### src/rtl/uart_tx_queue.sv
// uart_tx_queue: circular word queue that drains one word at a time into a uart transmitter.
// Optional drop counter (drop_cnt port) is built when UART_TXQ_DROP_CNT_EN is defined.
`timescale 1ns/1ps
module uart_tx_queue #(
    parameter int unsigned WORD_SIZE = 8,
    parameter int unsigned DEPTH     = 16
) (
    input  logic                   clk,
    input  logic                   rst,
    input  logic                   in_valid,
    input  logic [WORD_SIZE-1:0]   in_data,
    output logic                   in_ready,
    input  logic                   tx_ready,
    output logic                   send_valid,
    output logic [WORD_SIZE-1:0]   data_bits_tx,
    output logic [$clog2(DEPTH):0] level,
    output logic                   empty
`ifdef UART_TXQ_DROP_CNT_EN
    ,
    output logic [7:0]             drop_cnt
`endif
);

    localparam int unsigned PTR_W = $clog2(DEPTH);
    localparam int unsigned LVL_W = PTR_W + 1;

    typedef enum logic [1:0] {
        S_IDLE,
        S_SEND,
        S_WAIT_BUSY,
        S_WAIT_DONE
    } state_t;

    logic [WORD_SIZE-1:0] r_mem [DEPTH];
    logic [PTR_W-1:0]     r_wr_ptr;
    logic [PTR_W-1:0]     r_rd_ptr;
    logic [LVL_W-1:0]     r_level;
    state_t               r_state;
    logic                 r_send_valid;
    logic [WORD_SIZE-1:0] r_data;

    logic                 w_full;
    logic                 w_empty;
    logic                 w_push;
    logic                 w_pop;

    // Full/empty come from the registered level only, so a pop never frees a slot in the same cycle
    assign w_full  = (r_level == LVL_W'(DEPTH));
    assign w_empty = (r_level == '0);
    assign w_push  = in_valid && !w_full;
    assign w_pop   = (r_state == S_IDLE) && !w_empty && tx_ready;

    assign in_ready     = !w_full;
    assign empty        = w_empty;
    assign level        = r_level;
    assign send_valid   = r_send_valid;
    assign data_bits_tx = r_data;

    always_ff @(posedge clk) begin
        if (w_push) begin
            r_mem[r_wr_ptr] <= in_data;
        end
    end

    always_ff @(posedge clk) begin
        if (rst) begin
            r_wr_ptr <= '0;
            r_rd_ptr <= '0;
            r_level  <= '0;
        end else begin
            if (w_push) begin
                r_wr_ptr <= r_wr_ptr + PTR_W'(1);
            end
            if (w_pop) begin
                r_rd_ptr <= r_rd_ptr + PTR_W'(1);
            end
            case ({w_push, w_pop})
                2'b10:   r_level <= r_level + LVL_W'(1);
                2'b01:   r_level <= r_level - LVL_W'(1);
                default: r_level <= r_level;
            endcase
        end
    end

    always_ff @(posedge clk) begin
        if (rst) begin
            r_state      <= S_IDLE;
            r_send_valid <= 1'b0;
            r_data       <= '0;
        end else begin
            r_send_valid <= 1'b0;
            case (r_state)
                S_IDLE: begin
                    if (w_pop) begin
                        r_data       <= r_mem[r_rd_ptr];
                        r_send_valid <= 1'b1;
                        r_state      <= S_SEND;
                    end
                end
                S_SEND: begin
                    r_state <= S_WAIT_BUSY;
                end
                S_WAIT_BUSY: begin
                    if (!tx_ready) begin
                        r_state <= S_WAIT_DONE;
                    end
                end
                S_WAIT_DONE: begin
                    if (tx_ready) begin
                        r_state <= S_IDLE;
                    end
                end
                default: begin
                    r_state <= S_IDLE;
                end
            endcase
        end
    end

`ifdef UART_TXQ_DROP_CNT_EN
    logic [7:0] r_drop_cnt;

    always_ff @(posedge clk) begin
        if (rst) begin
            r_drop_cnt <= '0;
        end else if (in_valid && w_full && (r_drop_cnt != '1)) begin
            r_drop_cnt <= r_drop_cnt + 8'd1;
        end
    end

    assign drop_cnt = r_drop_cnt;
`endif

endmodule

### config.mk
export PLATFORM = sky130hd
export DESIGN_NAME = uart_tx_queue
export DESIGN_NICKNAME = d
export VERILOG_FILES = /design/src/rtl/uart_tx_queue.sv
export SDC_FILE = /design/constraint.sdc
export NUM_CORES = 1
export LEC_CHECK = 0
export ABC_AREA = 1
export BUFFER_PORTS_ARGS = -buffer_cell sky130_fd_sc_hd__buf_2
export CORE_ASPECT_RATIO = 2
export CORE_MARGIN = 4
export CORE_UTILIZATION = 35
export CTS_CLUSTER_SIZE = 40
export DETAILED_ROUTE_END_ITERATION = 10
export GPL_ROUTABILITY_DRIVEN = 0
export PLACE_DENSITY = 0.5
export SLEW_MARGIN = 10
export SYNTH_ARGS = -nofsm -noshare
export SYNTH_HDL_FRONTEND = slang
export SYNTH_SLANG_ARGS = --single-unit
### constraint.sdc
create_clock -name clk -period 5.4 [get_ports clk]
set_input_delay 1.08 -clock clk [delete_from_list [all_inputs] [get_ports clk]]
set_output_delay 1.08 -clock clk [all_outputs]
set_load 0.01 [all_outputs]
== Word-level counts from Yosys, hierarchy flattened ==
Memory sizes are Yosys's and may differ from the RTL's. A register that Yosys moved wholly into a read port is not among the register bits.
Cells that the tools add are included.

* Word-level logic and storage cells: 39
* Flip-flop bits (word level): 16
* Memory bits (writable): 128
* Memories: 1
* Input port bits: 12
* Output and inout bits: 16

{| class="wikitable"
|+ Memories
! name !! words !! bits a word !! rd ports !! clocked after Yosys merged registers in !! wr ports !! RTL line !! source
|-
| r_mem || 16 || 8 || 1 || 1 || 1 || 34 || <nowiki>logic [WORD_SIZE-1:0] r_mem [DEPTH];</nowiki>
|}

* Equal/unequal tests: 9
* Bitwise operators: 1
* Add/subtract/negate cells: 4
* Multiplexer cells: 8
* Reductions and logical operators: 11

{| class="wikitable"
|+ Operator list
! kind !! count
|-
| $pmux 5 s2 || 1
|-
| $add 4x1->4 const B || 2
|-
| $pmux 2 s4 || 1
|-
| $eq 2x2->1 const B || 3
|-
| $mux 2 || 3
|-
| $ne 2x2->1 const B || 3
|-
| $add 5x1->5 const B || 1
|-
| $eq 5x5->1 const B || 1
|-
| $logic_not 5->1 || 1
|-
| $sub 5x1->5 const B || 1
|-
| $eq 2x1->1 const B || 2
|-
| $logic_and 1x1->1 || 3
|-
| $mux 1 || 3
|-
| $reduce_and 3->1 || 1
|-
| $logic_not 1->1 || 2
|-
| $logic_not 2->1 || 1
|-
| $reduce_and 2->1 || 1
|-
| $reduce_bool 2->1 || 1
|-
| $reduce_or 2->1 || 1
|-
| $not 1->1 || 1
|}

== Longest topological paths before layout ==
Gate-level depths: netlist (run 1).

* Depth in word-level cells: 6
* Mapped depth: 16
* Mapped depth without buffers: 15

== Worst setup path before layout (run 1) ==
No wires, ideal clock.

* Kind: input to register
* Start: input tx_ready
* End: register r_level[4], in the netlist level[4]
* Library setup time: 0.134 ns
* Slack: 2.761 ns
* Buffers on the path: 1
* Arrival: 2.505 ns
* Data required time: 5.266 ns
* Stages on the path: 13
* Cell sequence: nand3_2 > inv_2 > buf_8 > ha_1 > xor2_1 > ha_1 > inv_1 > nand2_1 > nand3_1 > nand3b_1 > nand2_1 > nand2_1 > a21oi_1

* Word-level cells in the longest chain between the ends: 3
* Elaborated cells between the ends (all ways): 5
* Classes of those cells: eq/ne: 2; mux: 1; reduce/logical: 2

{| class="wikitable"
|+ Ends and longest elaborated chain
! element !! RTL line !! source
|-
| start, declared || 13 || <nowiki>input logic tx_ready,</nowiki>
|-
| $logic_and 1x1->1 (*) || 51 || <nowiki>assign w_pop = (r_state == S_IDLE) && !w_empty && tx_ready;</nowiki>
|-
| named net w_pop || 45 || <nowiki>logic w_pop;</nowiki>
|-
| $eq 2x1->1 or $eq 2x2->1 (tied branches) || 77 || <nowiki>case ({w_push, w_pop})</nowiki>
|-
| $pmux 5 s2 or $reduce_bool 2->1 (tied branches) || -- ||
|-
| end signal, assigned || 78 || <nowiki>2'b10: r_level <= r_level + LVL_W'(1);</nowiki>
|-
| end signal, assigned || 79 || <nowiki>2'b01: r_level <= r_level - LVL_W'(1);</nowiki>
|-
| end signal, assigned || 80 || <nowiki>default: r_level <= r_level;</nowiki>
|-
| end, declared || 37 || <nowiki>logic [LVL_W-1:0] r_level;</nowiki>
|}

Mark *: on every way through the listed nets, which the timed path passes. The rest lies on a longest branch.
A chain may end at the register's enable or synchronous reset.

== Final worst setup path (run 1) ==
* Start: input tx_ready
* End: register r_level[4], in the netlist level[4]

* Word-level cells in the longest chain between the ends: 3
* Elaborated cells between the ends (all ways): 5
* Classes of those cells: eq/ne: 2; mux: 1; reduce/logical: 2

{| class="wikitable"
|+ Ends and longest elaborated chain
! element !! RTL line
|-
| $logic_and 1x1->1 (*) || 51
|-
| $eq 2x1->1 or $eq 2x2->1 (tied branches) || 77
|-
| $pmux 5 s2 or $reduce_bool 2->1 (tied branches) || --
|}

Every way passes the cells marked *; elsewhere a longest branch is shown, timed or not.

==> metrics, run 1 <==
CP Launch Type input pin; die area 21700 um2; CP endpoint kind flip-flop; initial DRC count 293; Filler cells 1867; Post-synth EDFFs 128; RSZ-0062 raised after global routing false; Max-slew headroom 20.9%; area share of the largest cell type after synthesis 56.9%; drt pass-1 iters 4; cells after synthesis 694; Root Driver clkbuf_16; initial antenna violation count 0; synth unique cells 28; GRT overflow 0; P&R area growth vs syn 13.1%; vias in the first global route 4527; antenna cell count 0; Sequential Area 4330 um2; fin crit share 48.9%; RR Endpoint data_bits_tx[3]; max-cap check violation count 0; Crit Path Class input pin to flip-flop; Crit-path slowest cell ha_1; Async S/R FF share, synth 0%; min Tclk post-route 2.64 ns; crit-path max FO 20; main flop type after synthesis edfxtp_1; chip height 205 um; max-slew violations 0; most frequent cell after synthesis nand2_1; adder-cell share of the synthesized area 2.41%; Mean Syn Cell Area 9.74 um2; total CTS buffers 17; Initial Utilization 35.7%; Sink Count 152; sequential area share after synthesis 64.0%; Clock Path Buffers 2; Hold Crit Class flip-flop to flip-flop; largest net degree at the start of global routing 68; core area 18900 um2; CTS H-tree depth 4; crit path DAT 2.98 ns; # setup viols final 0; Resized Gates After CTS 0; via count 4601; worst slew pin tran 1.19 ns; mux cell area share after synthesis 0.148%; Post-CTS Repair Setup Buffers 0; r2r setup slk 2.80 ns; CTS tree built; Detail Placement HPWL 11300 um; total power 0.00351 W; minimum hold slack 0.546 ns; Clk Latency, worst-skew pair 0.42 ns; synth warn 0; IO Pins 28; final WL 16600 um; crit-path cells buf_2 -> nand3_2 -> inv_2 -> ha_1 -> xor2_1 -> ha_1 -> inv_1 -> nand2_1 -> nand3_1 -> nand2_1 -> nand2_1 -> nand2_1 -> nand2_1 -> a21oi_1; hold-fix buffers at CTS 0; Hold Crit Start r_state[1]; flops & latches, synth 152; # DRC 0; global-route wire length before repair 25400 um; Fin Setup TNS 0 ns; Post-Synth XOR/XNOR Area 0.778%; clock-pin slew on the worst setup and hold paths 0.06 ns; worst flop-to-flop path startpoint r_rd_ptr[0]; WHS Path Cells 2; Total GRT Usage 16.0%; simple logic cell fraction of the synthesized area 23.2%; leak pwr 3.25 nW; Post-synth top cells nand2_1 (233), edfxtp_1 (128), nand3_1 (96), inv_1 (93), nor2_1 (41); Yosys top cell by area edfxtp_1; most used cell, CP nand2_1; PwrDens 460 nW/um2; final hold violation count 0; Mapped Nets 719; DR WL/cell 16.9 um; largest family of logic cells by synthesized area simple AND/OR/NAND/NOR gates; largest cells by area after synthesis edfxtp_1 (57%), nand2_1 (13%), dfxtp_1 (7.1%); WP data required 5.74 ns; site row count 71; worst reg-to-reg path cell count 10; vias per cell 4.69; chip width 106 um; highest ir drop seen on vdd 0.000199 V; ratio of cells with drive above 1 in the final layout 9.08%; NumNets Final 739; Hold Path End r_state[1]; worst clock skew 0.00695 ns; Achievable Freq 379 MHz; DRT antenna net count 0; max incr delay on CP 0.34 ns; I/O Buffers 27; status finished clean; Compound-Gate Fraction of Synth Area 1.61%; area of the multi-input gates 1900 um2; Synth Cell Area 6760 um2
[cell families (layout without fill, tap and decap cells)]
family,count (synthesis),in the layout
simple gates,377,377
flops,152,152
buf+inv,125,158
compound gates,20,20
fa+ha+maj,13,13
xor+xnor,6,6
mux,1,1
[worst max path at each step]
stage / start / endpoint / slack (ns) / cells past startpoint
finish: tx_ready / level[4] / 2.76 / 14
global placement: tx_ready / level[4] / 2.42 / 14
CTS: r_rd_ptr[0] / data_bits_tx[5] / 2.76 / 10
floorplan: tx_ready / level[4] / 2.76 / 13
global route: r_rd_ptr[0] / data_bits_tx[2] / 2.53 / 10
detailed placement: tx_ready / level[4] / 2.34 / 14
[critical path, delay by kind of cell]
kind	cells	cell delay, ns
xor gates and xnor gates	1	0.23
and+or+nand+nor	7	0.59
AOI/OAI and AO/OA	1	0.11
adders and majority gates	2	0.52
buffers and inverters	3	0.45
[per-layer routing]
metal	wire length [um]	global-route usage (%)	up-vias
met5	0	0	-
met4	636	8.71	0
met3	449	3.12	36
met2	9470	30.5	105
met1	6090	15.7	2179
li1	-	-	2281
[cell usage in the layout (no fill, tap or decap), types with 2 or more instances in the layout]
cell type,instances
a21oi_1,11
buf_2,27
buf_4,2
bufinv_16,3
clkbuf_1,2
clkbuf_16,17
clkinv_1,3
clkinv_2,4
clkinv_4,3
clkinvlp_4,2
dfxtp_1,23
edfxtp_1,128
ha_1,13
inv_1,93
inv_2,2
nand2_1,233
nand3_1,96
nand3b_1,2
nor2_1,41
o21ai_0,6
xor2_1,5
[stage by stage]
step / instances / util, % / area (um2) / setup slack [ns]
floorplan: 694 / - / 6760 / 2.76
global placement: 950 / 37.3 / 7060 / 2.42
detailed placement: 950 / 37.3 / 7060 / 2.34
CTS: 982 / 40.4 / 7650 / 2.76
global route: 982 / 40.4 / 7650 / 2.53
finish: 982 / 40.4 / 7650 / 2.76
[power by group]
group | leakage [nW] | total [W] | internal, W | switching, W
Combinational | 1.62 | 0.000941 | 0.000281 | 0.000660
Sequential | 1.35 | 0.00140 | 0.00135 | 0.0000510
Clock | 0.284 | 0.00117 | 0.000723 | 0.000451
Total | 3.25 | 0.00351 | 0.00235 | 0.00116
[sequential cells by signal, summed over array words and instances, names as in the netlist]
name and count:
data_bits_tx 8, level 5, r_mem 128, r_rd_ptr 4
r_state 2, r_wr_ptr 4, send_valid 1
[cell type report]
type | instances | share of cell area (%)
timing repair buffer | 29 | 1.96
sequential | 152 | 56.6
clock inverter | 13 | 2.03
clock buffer | 19 | 5.66
multi-input combinational | 417 | 24.8
inverter | 97 | 4.76
tap | 255 | 4.17
Note: power is estimated with default switching activity, not from simulation.
==> inputs of run 2 (changes only) <==
ABC_AREA = 0   (was 1)
clock period = 2.7 ns   (was 5.4 ns; I/O delays follow)
==> run 2 against run 1 <==
Against the previous run: first-iteration DRC count fell by 24%; combinational power rose by 25%; die area shrank 7.0%; via count is 23% lower; global-route usage is 0.94 points lower; critical path type is now flip-flop to flip-flop; largest cell class unchanged; highest routed layer unchanged.
==> metrics, run 2 <==
sequential area share after synthesis 69.1%; Detail Placement HPWL 10200 um; worst slew pin tran 1.08 ns; area share of the largest cell type after synthesis 61.4%; largest net degree at the start of global routing 35; Yosys top cell by area edfxtp_1; max-cap check violation count 0; Total GRT Usage 15.0%; worst clock skew 0.00760 ns; most frequent cells in the layout edfxtp_1 (128), mux2i_1 (67), o22ai_1 (32); CP Launch Type flip-flop; Clock Path Buffers 2; Root Driver clkbuf_16; hold-fix buffers at CTS 0; ratio of cells with drive above 1 in the final layout 18.1%; I/O Buffers 27; cells after synthesis 423; Fin Setup TNS 0 ns; leak pwr 2.44 nW; DRT antenna net count 0; largest cells by area after synthesis edfxtp_1 (61%), mux2i_1 (11%), dfxtp_1 (7.7%); site row count 68; initial antenna violation count 0; crit path DAT 2.79 ns; Area after DPL 6720 um2; die area 20200 um2; core area 17400 um2; final hold violation count 0; Final Cell Area 7390 um2; Post-CTS Repair Setup Buffers 0; GRT overflow 0; antenna cell count 0; min Tclk post-route 2.48 ns; synth unique cells 45; CTS H-tree depth 4; P&R area growth vs syn 18.1%; most frequent cell after synthesis edfxtp_1; highest ir drop seen on vdd 0.000452 V; final WL 14200 um; PwrDens 907 nW/um2; main flop type after synthesis edfxtp_1; fin crit share 91.9%; clock-pin slew on the worst setup and hold paths 0.06 ns; CP endpoint kind flip-flop; RSZ-0062 raised after global routing false; leading cell type in the layout, fill and taps excluded edfxtp_1; Post-synth top cells edfxtp_1 (128), mux2i_1 (67), o22ai_1 (32), dfxtp_1 (24), nor2_1 (24); DR WL/cell 20.6 um; Clk Latency, worst-skew pair 0.42 ns; crit-path max FO 10; Filler cells 1561; Mean Syn Cell Area 14.8 um2; minimum hold slack 0.510 ns; vias in the first global route 3693; initial DRC count 222; Crit Path Class flip-flop to flip-flop; NumNets Final 489; chip height 197 um; Synth Cell Area 6260 um2; vias per cell 5.19; Post-synth EDFFs 128; via count 3562; Async S/R FF share, synth 0%; Hold Crit Class input pin to flip-flop; Reg with most FFs r_mem; synth warn 0; flops & latches, synth 152; drt pass-1 iters 4; IO Pins 28; # DRC 0; Sink Count 152; status finished clean; max reg flops 128; Initial Utilization 35.9%; max-slew violations 0; chip width 103 um; global-route wire length before repair 21400 um; CTS tree built; Achievable Freq 403 MHz; total CTS buffers 17; Max-slew headroom 27.5%; WP data required 3.01 ns; # setup viols final 0; Mapped Nets 448
==> run 2: cell types whose count changed after synthesis, sizes merged, moves of 9 or more <==
cell / before / now
nand3: 97 / 4
o22ai: 0 / 32
nor4: 0 / 9
nand2: 234 / 10
inv: 95 / 10
nor2: 42 / 24
mux2i: 1 / 67
==> run 2: critical path, cell delays in order, from the launching register on <==
cell and delay [ns]:
dfxtp_1 0.38, nor4_4 0.39, a21boi_1 0.15, inv_1 0.11, ha_2 0.30, xor2_1 0.17
ha_1 0.23, nor2_1 0.06, o32ai_1 0.34, a211o_1 0.18, nand3_1 0.06
==> run 2: layer usage <==
metal  vias up  wire (um)  share of wire (%)  GRT usage, %
met5         -          0                  0             0
met4         0        492                3.5          7.45
met3        21        444                3.1          3.57
met2        71       8190                 58          28.4
met1      1754       5030                 36          14.6
li1       1716          -                  -             -
==> run 2: timing repair <==
action | in CTS | in global routing
hold endpoints to repair | 0 | 0
endpoints found under the setup margin | 0 | 2
gates resized for setup | 0 | 1
==> run 2: report_power, final <==
group / total, W / switching (W) / internal (W)
Clock: 0.00266 / 0.000928 / 0.00174
Combinational: 0.00118 / 0.000731 / 0.000445
Sequential: 0.00286 / 0.000134 / 0.00272
==> run 2: final timing paths <==
path,start,end,slack [ns],depth (start not counted)
worst max-delay path,level[0],level[4],0.22,10
worst min-delay path,tx_ready,r_state[0],0.51,3
worst max register to register,level[0],level[4],0.22,10
worst min register to register,data_bits_tx[2],data_bits_tx[2],0.53,2
==> run 2: metrics by stage <==
stage,worst slack (ns),utilization (%),total power (W),cells
6_report,0.218,42.4,0.00670,686
3_3_place_gp,0.208,38.5,0.00406,655
3_5_place_dp,0.0859,38.5,0.00410,655
4_1_cts,0.0640,42.3,0.00679,686
2_1_floorplan,0.0352,-,0.00362,423
5_1_grt,0.00229,42.4,0.00702,686
==> run 2: final cells by class <==
class,instances,area (um2),area share [%]
inverters,10,37.5,0.508
repair buffers,48,305,4.13
flip-flops and latches,152,4330,58.6
clock inverters,14,245,3.32
multi-input cells,235,1780,24.1
clock buffers,17,425,5.76
well taps,210,263,3.56
==> run 2: cell families after synthesis <==
family,count (synthesis),synth area share [%]
AO/OA/AOI/OAI,73,7.56
flip-flops,152,69.1
adder cells (fa/ha/maj),13,2.60
AND/OR/NAND/NOR,73,6.20
buffers and inverters,36,2.54
XOR/XNOR,9,1.26
multiplexers,67,10.7
